===== src/rtl/vga_pkg.sv =====
// Shared definitions for the video / SRAM subsystem.
//   H_RES, V_RES    : active raster size; H_RES is also the SRAM row pitch in bytes
//   ADDR_W          : external SRAM address width (128K x 8)
//   phase_e         : names of the eight clockPhase steps of one access slot
//   pending_write_t : layout of the 25-bit MPU write-FIFO head {addr, data}
package vga_pkg;

  localparam int H_RES  = 320;
  localparam int V_RES  = 240;
  localparam int ADDR_W = 17;

  typedef enum logic [2:0] {
    PH_RD1_ADDR  = 3'd0,
    PH_RD1_WAIT  = 3'd1,
    PH_RD1_DATA  = 3'd2,
    PH_RD2_WAIT  = 3'd3,
    PH_RD2_DATA  = 3'd4,
    PH_WR_SETUP  = 3'd5,
    PH_WR_STROBE = 3'd6,
    PH_WR_END    = 3'd7
  } phase_e;

  typedef struct packed {
    logic [ADDR_W-1:0] addr;
    logic [7:0]        data;
  } pending_write_t;

endpackage


===== src/rtl/pixel_address_calc.sv =====
// Pixel-pair base address: y*H_RES + x_even, computed with shifts and adds.
//   i_x        : x of the pixel pair (bit 0 ignored for the address)
//   i_y        : y of the pixel pair
//   o_base     : 17-bit SRAM byte address of the even pixel
//   o_in_range : high when x < H_RES and y < V_RES
module pixel_address_calc
  import vga_pkg::*;
(
  input  logic [8:0]        i_x,
  input  logic [7:0]        i_y,
  output logic [ADDR_W-1:0] o_base,
  output logic              o_in_range
);

  logic [ADDR_W-1:0] w_y_ext;
  logic [ADDR_W-1:0] w_x_even;

  assign w_y_ext  = {{(ADDR_W-8){1'b0}}, i_y};
  assign w_x_even = {{(ADDR_W-9){1'b0}}, i_x[8:1], 1'b0};

  // 320 = 256 + 64; even y=255, x=511 stays below 2^17.
  assign o_base     = (w_y_ext << 8) + (w_y_ext << 6) + w_x_even;
  assign o_in_range = (i_x < 9'(H_RES)) && (i_y < 8'(V_RES));

endmodule


===== src/rtl/sram_access_scheduler.sv =====
// Time-slots the 128Kx8 external SRAM between the video pixel-pair fetch and the
// MPU pending-write FIFO. Each 8-phase slot: read pixel1, read pixel2, then at
// most one queued write. All outputs are registered.
// Optional feature macro: SRAM_BLANK_BURST_EN -- while displayActive is low at
// phase 0, phases 0..3 become an extra write window instead of the reads.
// Ports:
//   clock, reset (async, active-low), clockPhase (0..7 slot phase)
//   displayActive, readXCoord, readYCoord   : video request
//   pixel1, pixel2                           : fetched pair, stable for a slot
//   pendingWriteQueueReadBus/Empty/Request   : show-ahead write FIFO
//   address, dataIn, dataOut                 : SRAM bus
//   dataOutputEnable (tristate), outputEnable (OE#), writeEnable (WE#)
module sram_access_scheduler
  import vga_pkg::*;
(
  input  logic              clock,
  input  logic              reset,
  input  logic [2:0]        clockPhase,
  input  logic              displayActive,
  input  logic [8:0]        readXCoord,
  input  logic [7:0]        readYCoord,
  output logic [7:0]        pixel1,
  output logic [7:0]        pixel2,
  input  logic [24:0]       pendingWriteQueueReadBus,
  input  logic              pendingWriteQueueReadEmpty,
  output logic              pendingWriteQueueReadRequest,
  output logic [ADDR_W-1:0] address,
  input  logic [7:0]        dataIn,
  output logic [7:0]        dataOut,
  output logic              dataOutputEnable,
  output logic              outputEnable,
  output logic              writeEnable
);

  phase_e            w_phase;
  logic [ADDR_W-1:0] w_calc_base;
  logic              w_calc_in_range;
  pending_write_t    w_queue_head;
  logic              w_blank_now;   // this P0 starts a blanking write window
  logic              w_blank;       // current slot is a blanking slot

  logic [ADDR_W-1:0] r_address, w_address_next;
  logic [7:0]        r_data_out, w_data_out_next;
  logic              r_doe, w_doe_next;
  logic              r_oe_n, w_oe_n_next;
  logic              r_we_n, w_we_n_next;
  logic              r_req, w_req_next;
  logic [7:0]        r_pixel1, w_pixel1_next;
  logic [7:0]        r_pixel2, w_pixel2_next;
  logic [7:0]        r_pix1_stage, w_pix1_stage_next;
  logic [7:0]        r_pix2_stage, w_pix2_stage_next;
  logic [ADDR_W-1:0] r_base, w_base_next;
  logic              r_in_range, w_in_range_next;
  pending_write_t    r_wr, w_wr_next;
  logic              r_wr_pending, w_wr_pending_next;

  assign w_phase      = phase_e'(clockPhase);
  assign w_queue_head = pending_write_t'(pendingWriteQueueReadBus);

`ifdef SRAM_BLANK_BURST_EN
  logic r_blank;
  assign w_blank_now = !displayActive;
  assign w_blank     = r_blank;

  always_ff @(posedge clock or negedge reset) begin
    if (!reset) r_blank <= 1'b0;
    else if (w_phase == PH_RD1_ADDR) r_blank <= w_blank_now;
  end
`else
  logic w_unused_display;
  assign w_unused_display = displayActive;
  assign w_blank_now      = 1'b0;
  assign w_blank          = 1'b0;
`endif

  pixel_address_calc u_addr_calc (
    .i_x        (readXCoord),
    .i_y        (readYCoord),
    .o_base     (w_calc_base),
    .o_in_range (w_calc_in_range)
  );

  // State register
  always_ff @(posedge clock or negedge reset) begin
    if (!reset) begin
      r_address    <= '0;
      r_data_out   <= '0;
      r_doe        <= 1'b0;
      r_oe_n       <= 1'b1;
      r_we_n       <= 1'b1;
      r_req        <= 1'b0;
      r_pixel1     <= '0;
      r_pixel2     <= '0;
      r_pix1_stage <= '0;
      r_pix2_stage <= '0;
      r_base       <= '0;
      r_in_range   <= 1'b0;
      r_wr         <= '0;
      r_wr_pending <= 1'b0;
    end else begin
      r_address    <= w_address_next;
      r_data_out   <= w_data_out_next;
      r_doe        <= w_doe_next;
      r_oe_n       <= w_oe_n_next;
      r_we_n       <= w_we_n_next;
      r_req        <= w_req_next;
      r_pixel1     <= w_pixel1_next;
      r_pixel2     <= w_pixel2_next;
      r_pix1_stage <= w_pix1_stage_next;
      r_pix2_stage <= w_pix2_stage_next;
      r_base       <= w_base_next;
      r_in_range   <= w_in_range_next;
      r_wr         <= w_wr_next;
      r_wr_pending <= w_wr_pending_next;
    end
  end

  // Next-state logic, one arm per slot phase
  always_comb begin
    w_address_next    = r_address;
    w_data_out_next   = r_data_out;
    w_doe_next        = r_doe;
    w_oe_n_next       = r_oe_n;
    w_we_n_next       = r_we_n;
    w_req_next        = 1'b0;
    w_pixel1_next     = r_pixel1;
    w_pixel2_next     = r_pixel2;
    w_pix1_stage_next = r_pix1_stage;
    w_pix2_stage_next = r_pix2_stage;
    w_base_next       = r_base;
    w_in_range_next   = r_in_range;
    w_wr_next         = r_wr;
    w_wr_pending_next = r_wr_pending;
    case (w_phase)
      PH_RD1_ADDR: begin
        // Previous slot's write has finished; release the bus before any read.
        w_doe_next = 1'b0;
        if (w_blank_now) begin
          w_oe_n_next       = 1'b1;
          w_wr_pending_next = !pendingWriteQueueReadEmpty;
          if (!pendingWriteQueueReadEmpty) begin
            w_req_next = 1'b1;
            w_wr_next  = w_queue_head;
          end
        end else begin
          w_base_next     = w_calc_base;
          w_in_range_next = w_calc_in_range;
          w_address_next  = w_calc_base;
          w_oe_n_next     = !w_calc_in_range;
        end
      end
      PH_RD1_WAIT: begin
        if (w_blank && r_wr_pending) begin
          w_address_next  = r_wr.addr;
          w_data_out_next = r_wr.data;
          w_doe_next      = 1'b1;
        end
      end
      PH_RD1_DATA: begin
        if (w_blank) begin
          if (r_wr_pending) w_we_n_next = 1'b0;
        end else begin
          w_pix1_stage_next = r_in_range ? dataIn : 8'h00;
          w_address_next    = r_base + 1'b1;
        end
      end
      PH_RD2_WAIT: begin
        w_we_n_next = 1'b1;
      end
      PH_RD2_DATA: begin
        if (!w_blank) w_pix2_stage_next = r_in_range ? dataIn : 8'h00;
        w_oe_n_next       = 1'b1;
        w_doe_next        = 1'b0;
        w_wr_pending_next = !pendingWriteQueueReadEmpty;
        if (!pendingWriteQueueReadEmpty) begin
          w_req_next = 1'b1;
          w_wr_next  = w_queue_head;
        end
      end
      PH_WR_SETUP: begin
        if (r_wr_pending) begin
          w_address_next  = r_wr.addr;
          w_data_out_next = r_wr.data;
          w_doe_next      = 1'b1;
        end
      end
      PH_WR_STROBE: begin
        if (r_wr_pending) w_we_n_next = 1'b0;
      end
      PH_WR_END: begin
        w_we_n_next = 1'b1;
        // Both pixels change together so the pair is coherent for a whole slot.
        if (!w_blank) begin
          w_pixel1_next = r_pix1_stage;
          w_pixel2_next = r_pix2_stage;
        end
      end
      default: ;
    endcase
  end

  // Outputs
  assign pixel1                       = r_pixel1;
  assign pixel2                       = r_pixel2;
  assign address                      = r_address;
  assign dataOut                      = r_data_out;
  assign dataOutputEnable             = r_doe;
  assign outputEnable                 = r_oe_n;
  assign writeEnable                  = r_we_n;
  assign pendingWriteQueueReadRequest = r_req;

endmodule


===== config.mk =====
export PLATFORM = sky130hd
export DESIGN_NAME = sram_access_scheduler
export DESIGN_NICKNAME = d
export VERILOG_FILES = /design/src/rtl/vga_pkg.sv /design/src/rtl/pixel_address_calc.sv /design/src/rtl/sram_access_scheduler.sv
export SDC_FILE = /design/constraint.sdc
export NUM_CORES = 1
export LEC_CHECK = 0
export BUFFER_PORTS_ARGS = -buffer_cell sky130_fd_sc_hd__buf_4
export CAP_MARGIN = 30
export CORE_MARGIN = 1
export CORE_UTILIZATION = 54
export DETAILED_ROUTE_END_ITERATION = 6
export PLACE_DENSITY = 0.89
export RECOVER_POWER = 25
export SLEW_MARGIN = 20
export SYNTH_ARGS = -nofsm -noshare
export SYNTH_HDL_FRONTEND = slang
export SYNTH_SLANG_ARGS = --single-unit
export TNS_END_PERCENT = 50

===== constraint.sdc =====
create_clock -name clock -period 1.7 [get_ports clock]
set_input_delay 0.085 -clock clock [delete_from_list [all_inputs] [get_ports clock]]
set_output_delay 0.085 -clock clock [all_outputs]
set_load 0.01 [all_outputs]

==> flow_summary.ini, run 1 <==
[floorplanning]
start_util = 0.564
die_y_um = 95.3
die-area_um2 = 9080
die_width_um = 95.3
ios = 102
num_rows = 33
core_um2 = 8340

[cts]
numCtsBuffers = 9
clk_transition_reported_paths_ns = 0.09
cts-root-buf = clkbuf_8
cts_tree = yes
clock_latency_ns = 0.38
clk_path_buf_depth = 2
htree_levels = 3
cts.sinks = 104

[power_and_ir_drop]
ir_worst_vdd_mv = 0.561
power_w = 0.00692
power.switching_w = 0.00208
p_per_area_nw_per_um2 = 1070
swShare = 0.300
power.leakage_nw = 3.13
seqPwrFrac = 0.487
combPwrFrac = 0.283
internal-power_w = 0.00484
p_clk_frac = 0.230

[worst_setup_path]
cp.arrival_ns = 2.24
ff2ff_path_depth = 5
crit_type = input pin to flop
worstReg2RegEnd = address[2]
critPathLaunchType = input pin
reg2reg_slack_ns = 0.19
r2r-start = r_wr_pending
critPathRequiredTime_ns = 1.96
cp_max_fo = 4
endpoint_kind = flop

[job]
maxCapViolCount = 0

[placed_design]
dp.cells = 633
dpl.hpwl_um = 7980
pre_cts_slack_ns = -0.682
gp_congestion = 0.823
portBuffers = 99
placed_cell_area_um2 = 5800

[hold_path]
hold-path-endpoint = r_pix1_stage[2]
min_path_type = input pin to flop
min_path_cells = 3
min_from = dataIn[2]

[synth]
async_reset_ff_frac = 1.00
avgSynthCellArea_um2 = 11.4
syn_nets = 487
ys_warn_count = 0
synth_cell_types = 51
ys.flop_type = dfrtp_1
ys_seq_area_frac = 0.554
synthCells = 413
synth_seq_cells = 104
synth-edff-count = 0
syn_area_um2 = 4700

[detailed_routing]
drt-initial-drc-count = 238
vias = 3863
ant_nets = 0
drt-total-wl_um = 11900
drc = 0
dr.pass1.iters = 5
viasPerCell = 5.61
avgRoutedWirePerCell_um = 17.4

[layout]
final_cell_mix = buf_4, dfrtp_1, nand2_1, mux2_2, dlygate4sd3_1
seqCellArea_um2 = 2610
final_common_cell = buf_4
final_cell_area_um2 = 6470
area_delta_synth_final_pct = 37.6
fill_cells = 534
nets = 652
multi_input_comb_area_um2 = 2070
drive_above_1_share = 0.395
diodes = 0
fin_cells = 688

[global_route]
grt_pass1_vias = 3950
grt_pass1_wl_um = 19000
antenna_found_initial = 0
grt_max_degree = 43
overflow = 0
groute.usage.overall = 0.279

[status]
violations = negative setup slack
status = finished with violations

[sta]
fin_worst_skew_ns = 0.00815
fmax_ghz = 0.505
tns_ns = -1.38
tightest_slew_ns = 1.11
setup_ws_ns = -0.281
fin_crit_ns = 1.98
slew_headroom = 0.262
finalCritPeriodShare = 1.17
report.final.hold_viol_count = 0
setup-violations-final = 11
rsz0062_at_grt = yes
slew_viol_final = 0
## power by group through the flow
stage	Clock, W	Sequential [W]	Combinational [W]
after floorplan	0	0.00343	0.000810
after global placement	0	0.00336	0.00170
after detailed placement	0	0.00340	0.00178
after CTS	0.00163	0.00335	0.00188
after global routing	0.00172	0.00343	0.00213
final	0.00159	0.00337	0.00196
## critical path, stage by stage
cell    delay [ns]
buf_8         0.09
inv_8         0.03
fa_1          0.55
inv_2         0.05
fa_2          0.34
a21o_1        0.19
and4_4        0.21
or2_4         0.22
and3_1        0.18
o32a_1        0.29
## cell type report
type,count,area share
Multi-Input combinational cell,282,0.320
Tap cell,105,0.0203
Clock inverter,5,0.0101
Timing Repair Buffer,173,0.220
Sequential cell,104,0.403
Inverter,8,0.00580
Clock buffer,11,0.0219
## flip-flops by register name (all words and copies together), names as in the netlist, 8 cells and up
signal,cells
r_pix2_stage,8
pixel2,8
r_pix1_stage,8
address,17
pixel1,8
r_wr,25
dataOut,8
r_base,16
## per-layer routing
layer  GRT usage  wire, µm  share of wire
met1       0.335      4660           0.39
met2       0.490      6290           0.53
met3      0.0486       689          0.058
met4       0.124       313          0.026
met5           0         0              0
## cell usage after synthesis, types with 2 or more instances
cell type  count  area, µm²
a31oi_1        8       50.1
a21o_1         3       22.5
o21a_1         5       37.5
fa_1           2       40.0
o21ai_0       25        125
a22oi_1       10       75.1
dfstp_2        2       52.6
o31ai_1        2       15.0
buf_2          4       20.0
ha_1          15        188
buf_6          2       22.5
xnor2_1        5       43.8
dfrtp_1      102       2550
a21oi_1       12       60.1
inv_1          8       30.0
nand2_1       78        293
clkbuf_1       7       26.3
o21ai_1        2       10.0
nor2_1        19       71.3
buf_4          5       37.5
o22ai_1        2       12.5
mux2_2        49        552
a221oi_1       6       52.6
nand4_1        2       12.5
nor3_1         3       15.0
o21bai_1       2       15.0
nand3_1        8       40.0
or3_1          2       12.5
## through the flow
step           utilization  hold WS, ns
3_5_place_dp         0.695        0.122
3_3_place_gp         0.695        0.111
2_1_floorplan            -       -0.211
6_report             0.776      0.00753
5_1_grt              0.776      0.00670
4_1_cts              0.769      0.00920
## worst max path at each step
stage / startpoint / to / slack [ns] / cells past startpoint
floorplan: readYCoord[2] / address[15] / -0.45 / 9
global placement: readYCoord[2] / address[15] / -0.62 / 10
detailed placement: readYCoord[2] / address[15] / -0.68 / 10
CTS: readYCoord[2] / address[15] / -0.20 / 10
global route: readYCoord[2] / address[15] / -0.31 / 10
finish: readYCoord[2] / address[15] / -0.28 / 10
## logic make-up (layout without fill, tap and decap cells)
group                      after synthesis  count (layout)  share of synthesized area
adders and majority gates               17              17                     0.0484
buffers and inverters                   27             197                     0.0298
xor gates and xnor gates                 5               5                    0.00932
muxes                                   50              50                      0.120
and+or+nand+nor                        126             126                      0.123
DFF                                    104             104                      0.554
AOI/OAI and AO/OA                       84              84                      0.116
## what timing repair did
| action | 4_1_cts | 5_1_grt |
|---|---|---|
| hold endpoints to repair | 80 | 0 |
| pin swaps | 11 | 7 |
| hold buffers | 36 | 0 |
| setup endpoints to repair | 12 | 14 |
| gates resized for setup | 9 | 13 |
| buffers inserted | 2 | 1 |
Note: power is estimated with default switching activity, not from simulation.
==> run 2, diff against run 1 <==
Settings changed: HOLD_SLACK_MARGIN from default to 0.03, TNS_END_PERCENT 50 to 30.
==> run 2 against run 1 <==
Against the previous run:
- the run still ends with negative setup slack left
- hold slack better by 0.042 ns
- clock power about the same
- sequential share of layout area is 0.58 points lower
- via count rose by 3.4%
- final area rose by 1.5%
- die area stayed put
- fmax down 2.0%
- flip-flop and latch count is the same
- critical path depth is the same
- power is 0.33% higher
- largest power group unchanged
==> flow_summary.ini, run 2 (synthesis results as in run 1) <==
[global_route]
groute.usage.overall = 0.285
antenna_found_initial = 0
grt_pass1_wl_um = 19400
grt_pass1_vias = 4133
overflow = 0
grt_max_degree = 44

[cts]
cts.sinks = 104
htree_levels = 3
cts_tree = yes
clk_path_buf_depth = 2
clock_latency_ns = 0.37
numCtsBuffers = 9
clk_transition_reported_paths_ns = 0.09
cts-root-buf = clkbuf_8

[detailed_routing]
drc = 0
viasPerCell = 5.76
drt-total-wl_um = 12400
vias = 3996
dr.pass1.iters = 4
ant_nets = 0
drt-initial-drc-count = 146
avgRoutedWirePerCell_um = 17.9

[hold_path]
min_path_cells = 2
min_path_type = input pin to flop
hold-path-endpoint = writeEnable
min_from = clockPhase[1]

[worst_setup_path]
endpoint_kind = flop
ff2ff_path_depth = 5
worstReg2RegEnd = address[14]
cp_max_fo = 3
critPathLaunchType = input pin
reg2reg_slack_ns = 0.26
cp.arrival_ns = 2.27
critPathRequiredTime_ns = 1.95
r2r-start = r_wr_pending
crit_type = input pin to flop

[floorplanning]
die_y_um = 95.3
num_rows = 33
core_um2 = 8340
die-area_um2 = 9080
ios = 102
start_util = 0.564
die_width_um = 95.3

[layout]
fin_cells = 694
final_common_cell = buf_4
area_delta_synth_final_pct = 39.6
drive_above_1_share = 0.409
final_cell_mix = buf_4, dfrtp_1, nand2_1, mux2_2, dlygate4sd3_1
largest_reg_flops = 25
nets = 658
regMostFlops = r_wr
fill_cells = 481
diodes = 0

[sta]
finalCritPeriodShare = 1.19
rsz0062_at_grt = yes
tns_ns = -1.53
fin_worst_skew_ns = 0.00733
fin_crit_ns = 2.02
slew_viol_final = 0
tightest_slew_ns = 0.562
report.final.hold_viol_count = 0
hold_ws_ns = 0.0492
fmax_ghz = 0.495
setup-violations-final = 10
slew_headroom = 0.625
setup_ws_ns = -0.321

[placed_design]
dp.cells = 635
pre_cts_slack_ns = -0.732
portBuffers = 99
dpl.hpwl_um = 8150
gp_congestion = 0.807

[power_and_ir_drop]
p_per_area_nw_per_um2 = 1060
power_w = 0.00694
power.leakage_nw = 3.17
ir_worst_vdd_mv = 0.688

[status]
status = finished with violations
violations = negative setup slack

[job]
maxCapViolCount = 0
## run 2: changes by cell type in the layout (fill, tap and decap cells not counted), moves of 2 or more
cell / before / now
a21oi_2: 3 / 5
buf_12: 2 / 4
buf_4: 131 / 134
clkbuf_2: 2 / 0
dlygate4sd3_1: 36 / 39
nand3_1: 8 / 6
nand3_2: 0 / 2
## run 2: how the worst max path moves through the flow
| stage | to | slack [ns] | cells past startpoint | startpoint |
|---|---|---|---|---|
| after floorplan | address[15] | -0.45 | 9 | readYCoord[2] |
| after global placement | address[15] | -0.62 | 10 | readYCoord[2] |
| after detailed placement | address[15] | -0.73 | 10 | readYCoord[2] |
| after CTS | address[15] | -0.25 | 10 | readYCoord[2] |
| after global routing | r_base[15] | -0.37 | 10 | readXCoord[8] |
| final | address[15] | -0.32 | 10 | readXCoord[8] |
## run 2: report_power, final
part / switching (W) / leakage (nW) / internal, W
Sequential: 0.000347 / 1.29 / 0.00302
Clock: 0.000847 / 0.0977 / 0.000735
Combinational: 0.000897 / 1.78 / 0.00109
## run 2: area by class of cell
type                            count  area (µm²)  share of cell area
Clock buffer                       11         141              0.0215
Clock inverter                      5        65.1             0.00991
Inverter                            8        40.0             0.00610
Multi-Input combinational cell    282        2070               0.316
Sequential cell                   104        2610               0.397
Tap cell                          105         131              0.0200
Timing Repair Buffer              179        1510               0.230
## run 2: repair_timing
item / CTS / global route
pin swaps: 10 / 13
setup endpoints to repair: 12 / 13
buffers inserted: 4 / 1
endpoints found under the hold margin: 87 / 0
gates resized for setup: 11 / 19
hold buffers: 39 / 0
## run 2: layer usage
layer	vias to the layer above	track usage	wire length [µm]
met5	-	0	0
met4	0	0.129	408
met3	51	0.0718	741
met2	186	0.504	6510
met1	1963	0.322	4750
li1	1796	-	-
## run 2: worst max-delay path, cell delays in order
cell    delay, ns
buf_8        0.08
inv_4        0.03
fa_1         0.57
inv_2        0.06
fa_2         0.37
a21o_1       0.21
and4_4       0.19
or2_4        0.24
and3_4       0.17
o32a_1       0.28
## run 2: metrics by stage
| step | cell area (µm²) | util |
|---|---|---|
| global placement | 5810 | 0.697 |
| detailed placement | 5810 | 0.697 |
| global route | 6560 | 0.787 |
| CTS | 6490 | 0.778 |
| floorplan | 4710 | - |
| finish | 6560 | 0.787 |
